[config.mk]
export PLATFORM = sky130hd
export DESIGN_NAME = mem_rr_arbiter
export DESIGN_NICKNAME = d
export VERILOG_FILES = /design/src/rtl/mem_rr_arbiter.sv
export SDC_FILE = /design/constraint.sdc
export NUM_CORES = 1
export LEC_CHECK = 0
export BUFFER_PORTS_ARGS = -buffer_cell sky130_fd_sc_hd__buf_2
export CAP_MARGIN = 30
export CORE_AREA = 2 2 106 108
export DETAILED_ROUTE_END_ITERATION = 8
export DIE_AREA = 0 0 108 110
export MAX_ROUTING_LAYER = met4
export PLACE_DENSITY = 0.8
export SLEW_MARGIN = 5
export SYNTH_ARGS = -nofsm -noshare
export SYNTH_HDL_FRONTEND = slang
export SYNTH_SLANG_ARGS = --single-unit
[constraint.sdc]
create_clock -name clk -period 1.63 [get_ports clk]
set_input_delay 0.163 -clock clk [delete_from_list [all_inputs] [get_ports clk]]
set_output_delay 0.163 -clock clk [all_outputs]
set_load 0.005 [all_outputs]
[src/rtl/mem_rr_arbiter.sv]
// Two-requester round-robin arbiter in front of a single-port memory.
// Serialises A/B writes and reads onto the memory pins and routes read data
// back to the requester that issued the read. An unanswered read is ended by
// a timeout counter.
module mem_rr_arbiter #(
  parameter int unsigned DATA_WIDTH = 32,
  parameter int unsigned ADDR_WIDTH = 4,
  parameter int unsigned TIMEOUT    = 8
) (
  input  logic                  clk,
  input  logic                  reset_n,
  input  logic                  a_req,
  input  logic                  a_we,
  input  logic [ADDR_WIDTH-1:0] a_addr,
  input  logic [DATA_WIDTH-1:0] a_wdata,
  output logic                  a_gnt,
  output logic [DATA_WIDTH-1:0] a_rdata,
  output logic                  a_rvalid,
  input  logic                  b_req,
  input  logic                  b_we,
  input  logic [ADDR_WIDTH-1:0] b_addr,
  input  logic [DATA_WIDTH-1:0] b_wdata,
  output logic                  b_gnt,
  output logic [DATA_WIDTH-1:0] b_rdata,
  output logic                  b_rvalid,
  output logic                  mem_write_en,
  output logic                  mem_read_en,
  output logic [ADDR_WIDTH-1:0] mem_address,
  output logic [DATA_WIDTH-1:0] mem_data_in,
  input  logic [DATA_WIDTH-1:0] mem_data_out,
  input  logic                  mem_valid_out,
  output logic                  busy,
  output logic                  rd_timeout
);

  localparam int unsigned CNT_W = 8;
  localparam logic [CNT_W-1:0] CNT_LAST = CNT_W'(TIMEOUT - 1);

  typedef enum logic [1:0] {
    IDLE    = 2'd0,
    WRITE   = 2'd1,
    RD_WAIT = 2'd2
  } state_t;

  // rr_ptr / owner encoding: 0 = requester A, 1 = requester B
  state_t                r_state,        w_state_nxt;
  logic                  r_rr_ptr,       w_rr_ptr_nxt;
  logic                  r_owner,        w_owner_nxt;
  logic [CNT_W-1:0]      r_cnt,          w_cnt_nxt;
  logic                  r_a_gnt,        w_a_gnt_nxt;
  logic                  r_b_gnt,        w_b_gnt_nxt;
  logic [DATA_WIDTH-1:0] r_a_rdata,      w_a_rdata_nxt;
  logic [DATA_WIDTH-1:0] r_b_rdata,      w_b_rdata_nxt;
  logic                  r_a_rvalid,     w_a_rvalid_nxt;
  logic                  r_b_rvalid,     w_b_rvalid_nxt;
  logic                  r_mem_write_en, w_mem_write_en_nxt;
  logic                  r_mem_read_en,  w_mem_read_en_nxt;
  logic [ADDR_WIDTH-1:0] r_mem_address,  w_mem_address_nxt;
  logic [DATA_WIDTH-1:0] r_mem_data_in,  w_mem_data_in_nxt;
  logic                  r_busy,         w_busy_nxt;
  logic                  r_rd_timeout,   w_rd_timeout_nxt;

  logic                  w_a_win;
  logic                  w_b_win;
  logic                  w_sel_we;

  // State and registered outputs; reset discards any in-flight access
  always_ff @(posedge clk) begin
    if (!reset_n) begin
      r_state        <= IDLE;
      r_rr_ptr       <= 1'b0;
      r_owner        <= 1'b0;
      r_cnt          <= '0;
      r_a_gnt        <= 1'b0;
      r_b_gnt        <= 1'b0;
      r_a_rdata      <= '0;
      r_b_rdata      <= '0;
      r_a_rvalid     <= 1'b0;
      r_b_rvalid     <= 1'b0;
      r_mem_write_en <= 1'b0;
      r_mem_read_en  <= 1'b0;
      r_mem_address  <= '0;
      r_mem_data_in  <= '0;
      r_busy         <= 1'b0;
      r_rd_timeout   <= 1'b0;
    end else begin
      r_state        <= w_state_nxt;
      r_rr_ptr       <= w_rr_ptr_nxt;
      r_owner        <= w_owner_nxt;
      r_cnt          <= w_cnt_nxt;
      r_a_gnt        <= w_a_gnt_nxt;
      r_b_gnt        <= w_b_gnt_nxt;
      r_a_rdata      <= w_a_rdata_nxt;
      r_b_rdata      <= w_b_rdata_nxt;
      r_a_rvalid     <= w_a_rvalid_nxt;
      r_b_rvalid     <= w_b_rvalid_nxt;
      r_mem_write_en <= w_mem_write_en_nxt;
      r_mem_read_en  <= w_mem_read_en_nxt;
      r_mem_address  <= w_mem_address_nxt;
      r_mem_data_in  <= w_mem_data_in_nxt;
      r_busy         <= w_busy_nxt;
      r_rd_timeout   <= w_rd_timeout_nxt;
    end
  end

  // Next-state, arbitration and next-output decode; pulses default to 0
  always_comb begin
    w_state_nxt        = r_state;
    w_rr_ptr_nxt       = r_rr_ptr;
    w_owner_nxt        = r_owner;
    w_cnt_nxt          = r_cnt;
    w_a_gnt_nxt        = 1'b0;
    w_b_gnt_nxt        = 1'b0;
    w_a_rdata_nxt      = r_a_rdata;
    w_b_rdata_nxt      = r_b_rdata;
    w_a_rvalid_nxt     = 1'b0;
    w_b_rvalid_nxt     = 1'b0;
    w_mem_write_en_nxt = 1'b0;
    w_mem_read_en_nxt  = 1'b0;
    w_mem_address_nxt  = '0;
    w_mem_data_in_nxt  = '0;
    w_rd_timeout_nxt   = 1'b0;
    w_a_win            = 1'b0;
    w_b_win            = 1'b0;
    w_sel_we           = 1'b0;

    case (r_state)
      IDLE: begin
        // Contested: rr_ptr decides; uncontested: the lone requester wins
        w_a_win = a_req & (~b_req | ~r_rr_ptr);
        w_b_win = b_req & (~a_req |  r_rr_ptr);
        if (w_a_win || w_b_win) begin
          w_owner_nxt       = w_b_win;
          w_rr_ptr_nxt      = ~w_b_win;
          w_a_gnt_nxt       = w_a_win;
          w_b_gnt_nxt       = w_b_win;
          w_mem_address_nxt = w_b_win ? b_addr : a_addr;
          w_sel_we          = w_b_win ? b_we : a_we;
          if (w_sel_we) begin
            w_mem_write_en_nxt = 1'b1;
            w_mem_data_in_nxt  = w_b_win ? b_wdata : a_wdata;
            w_state_nxt        = WRITE;
          end else begin
            w_mem_read_en_nxt = 1'b1;
            w_cnt_nxt         = '0;
            w_state_nxt       = RD_WAIT;
          end
        end
      end

      WRITE: begin
        w_state_nxt = IDLE;
      end

      RD_WAIT: begin
        // Returned data takes precedence over a coincident timeout
        if (mem_valid_out) begin
          if (r_owner) begin
            w_b_rdata_nxt  = mem_data_out;
            w_b_rvalid_nxt = 1'b1;
          end else begin
            w_a_rdata_nxt  = mem_data_out;
            w_a_rvalid_nxt = 1'b1;
          end
          w_cnt_nxt   = '0;
          w_state_nxt = IDLE;
        end else if (r_cnt == CNT_LAST) begin
          w_rd_timeout_nxt = 1'b1;
          w_cnt_nxt        = '0;
          w_state_nxt      = IDLE;
        end else begin
          w_cnt_nxt = r_cnt + CNT_W'(1);
        end
      end

      default: begin
        w_state_nxt = IDLE;
      end
    endcase

    w_busy_nxt = (w_state_nxt != IDLE);
  end

  assign a_gnt        = r_a_gnt;
  assign b_gnt        = r_b_gnt;
  assign a_rdata      = r_a_rdata;
  assign b_rdata      = r_b_rdata;
  assign a_rvalid     = r_a_rvalid;
  assign b_rvalid     = r_b_rvalid;
  assign mem_write_en = r_mem_write_en;
  assign mem_read_en  = r_mem_read_en;
  assign mem_address  = r_mem_address;
  assign mem_data_in  = r_mem_data_in;
  assign busy         = r_busy;
  assign rd_timeout   = r_rd_timeout;

endmodule

==> results.py <==
metrics = {
    "synthesis": {
        "ys_types": 36,
        "synth-edff-count": 0,
        "syn_inst": 522,
        "synth_flop_cell": "dfxtp_1",
        "synth_seq_area_share_pct": 57.2,
        "ys_ff_latch": 120,
        "synth-async-reset-ratio_pct": 0,
        "yosysTopAreaCellShare_pct": 57.2,
        "syn_area_per_cell_um2": 8.04,
        "synth_area_leaders": "dfxtp_1 (57%), nand2_1 (19%), a21oi_1 (12%)",
        "syn-cell-area_um2": 4200,
        "synth_nets": 634,
        "yosys_warnings": 0,
        "yosysTopAreaCell": "dfxtp_1",
    },
    "critical_path": {
        "crit_path_max_incr_delay_ns": 0.55,
        "end_kind": "flip-flop",
        "worst_path_max_delay_cell": "or4_4",
        "path_class": "flip-flop to flip-flop",
        "crit_fanout": 4,
        "critPathArrivalTime_ns": 2.00,
        "cp_cell_sequence": "or4_4, o31ai_4, nor3_1, a211o_1",
        "cp.required_ns": 2.01,
        "worst_setup_path_start_kind": "flip-flop",
    },
    "clocking": {
        "insertion_delay_ns": 0.50,
        "cts_root_buf": "clkbuf_8",
        "cts_tree": "done",
        "clkSlewWorstSetupHoldPaths_ns": 0.06,
        "cts_buffer_depth": 2,
        "clock_sinks": 120,
        "cts_made_buffers": 17,
        "h-tree-depth": 4,
    },
    "sta": {
        "slew_viol_final": 0,
        "grt_setup_unrepaired": "yes",
        "setup_violations": 0,
        "period_minus_slack_ns": 1.62,
        "fin_skew_ns": 0.00720,
        "timing.hold.ws_ns": 0.0748,
        "fin_setup_tns_ns": 0,
        "maxSlewHeadroom_pct": 54.1,
        "worst_pin_slew_ns": 0.689,
        "period_share_pct": 99.3,
        "timing.fmax_ghz": 0.618,
        "hold_viol": 0,
    },
    "layout": {
        "diodes": 0,
        "final_cell_mix": "buf_2 (218), nand2_1 (207), dfxtp_1 (118)",
        "drive_gt1_share_pct": 31.9,
        "mostFrequentLayoutCell": "buf_2",
        "area_growth_pct": 72.0,
        "nFillCells": 819,
        "fin_nets": 962,
    },
    "die": {
        "initial_utilization_pct": 39.3,
        "die_h_um": 110,
        "num_rows": 38,
        "ios": 219,
        "dieArea_um2": 11900,
        "coreArea_um2": 10700,
        "dieWidth_um": 108,
    },
    "power_and_ir_drop": {
        "p_per_area_nw_per_um2": 1070,
        "power_frac_comb_pct": 11.5,
        "p_leak_nw": 3.37,
        "net-switching-power_mw": 1.73,
        "p_sw_share_pct": 22.4,
        "internal_power_mw": 6.00,
        "p_clk_share_pct": 48.5,
        "sequentialPowerShare_pct": 40.0,
        "vdd_drop_max_mv": 0.502,
    },
    "drt": {
        "via_per_inst": 4.91,
        "detail_route.wirelength_mm": 15.0,
        "postRouteAntennaNets": 0,
        "dr.pass1.iters": 5,
        "drc": 0,
        "routedWlPerCell_um": 14.9,
        "vias": 4910,
        "drt_iter0_markers": 392,
    },
    "grt": {
        "grt_max_degree": 69,
        "grt_pass1_wl_mm": 23.2,
        "antenna_found_initial": 0,
        "grt.total_usage_pct": 26.0,
        "grt_pass1_vias": 4821,
        "overflow": 0,
    },
    "flow_run": {
        "drv_cap": 0,
    },
    "place": {
        "portBuffers": 218,
        "post-dp-hpwl_mm": 8.38,
        "place_congestion": 0.802,
    },
    "status": {
        "outcome": "finished clean",
    },
    "hold_path": {
        "hp-class": "input port to flip-flop",
    },
}
==> layout make-up <==
| cell class | count | area [um^2] | area share (%) |
|---|---|---|---|
| repair buffers | 340 | 2360 | 32.7 |
| inverters | 6 | 22.5 | 0.312 |
| well taps | 140 | 175 | 2.43 |
| multi-input cells | 365 | 1670 | 23.2 |
| flip-flops and latches | 120 | 2400 | 33.3 |
| clock buffers | 21 | 439 | 6.08 |
| clock inverters | 9 | 150 | 2.08 |
==> metrics by stage <==
| stage | cells | setup WS (ns) | cell area (um^2) | util, % | power, mW |
|---|---|---|---|---|---|
| detailed placement | 866 | 0.00143 | 5570 | 52.1 | 3.81 |
| global placement | 866 | 0.0319 | 5570 | 52.1 | 3.80 |
| floorplan | 522 | 0.0167 | 4200 | - | 3.44 |
| global route | 1001 | -0.0379 | 7220 | 67.5 | 8.02 |
| CTS | 1001 | -0.00546 | 7220 | 67.5 | 7.76 |
| finish | 1001 | 0.0120 | 7220 | 67.5 | 7.73 |
==> state kept, by name (all words and copies together), names as in the netlist, 2 cells and up <==
| name | flops |
|---|---|
| r_state | 2 |
| a_rdata | 32 |
| r_cnt | 8 |
| mem_address | 4 |
| b_rdata | 32 |
| mem_data_in | 32 |
==> synthesized netlist by cell type, drive strengths merged (2+ instances only) <==
master / instances
o31ai: 2
dfxtp: 120
and3: 3
inv: 5
nor3: 4
buf: 2
nand2b: 3
nor4: 2
a21oi: 104
a211o: 2
mux2i: 2
a21o: 2
o21ai: 4
clkbuf: 29
nand2: 207
a31oi: 3
nor2: 11
or3: 2
nand3: 2
==> power groups by stage <==
| stage | Sequential [mW] | Clock (mW) | Combinational (mW) |
|---|---|---|---|
| 2_1_floorplan | 3.16 | 0 | 0.279 |
| 3_3_place_gp | 3.15 | 0 | 0.650 |
| 3_5_place_dp | 3.15 | 0 | 0.659 |
| 4_1_cts | 3.09 | 3.81 | 0.854 |
| 5_1_grt | 3.10 | 3.95 | 0.970 |
| 6_report | 3.09 | 3.75 | 0.893 |
==> kinds of logic (layout without fill, tap and decap cells) <==
| family | Yosys count | count (layout) | share of synthesized area (%) |
|---|---|---|---|
| adder cells (fa/ha/maj) | 1 | 1 | 0.298 |
| multiplexers | 2 | 2 | 0.477 |
| XOR/XNOR | 1 | 1 | 0.209 |
| buffers and inverters | 37 | 376 | 3.34 |
| AO/OA/AOI/OAI | 121 | 121 | 15.6 |
| AND/OR/NAND/NOR | 240 | 240 | 22.9 |
| flip-flops | 120 | 120 | 57.2 |
==> critical path, delay by kind of cell, from the launching register on <==
family          cells  cell delay, ns
simple gates        2            0.65
compound gates      2            0.54
flops               1            0.31
==> final timing paths <==
check             slack, ns       start  depth (start not counted)           to
setup / recovery       0.01    r_cnt[4]                          4     r_cnt[3]
hold / removal         0.07        b_we                          3  mem_read_en
setup reg to reg       0.01    r_cnt[4]                          4     r_cnt[3]
hold reg to reg        0.45  b_rdata[5]                          2   b_rdata[5]
==> metal layers <==
| metal | vias up | track usage, % | part of all wire, % |
|---|---|---|---|
| li1 | 2362 | - | - |
| met1 | 2223 | 28.4 | 39 |
| met2 | 277 | 42.5 | 47 |
| met3 | 48 | 7.82 | 9.5 |
| met4 | 0 | 14.4 | 3.9 |
| met5 | - | - | 0 |
==> what timing repair did <==
| action | in CTS | in global routing |
|---|---|---|
| setup endpoints to repair | 2 | 4 |
| setup buffers | 1 | 0 |
| hold buffers | 104 | 0 |
| resized for setup | 5 | 0 |
| pin swaps | 2 | 1 |
| endpoints found under the hold margin | 100 | 0 |
No activity file was read; power rests on OpenSTA's default activity.
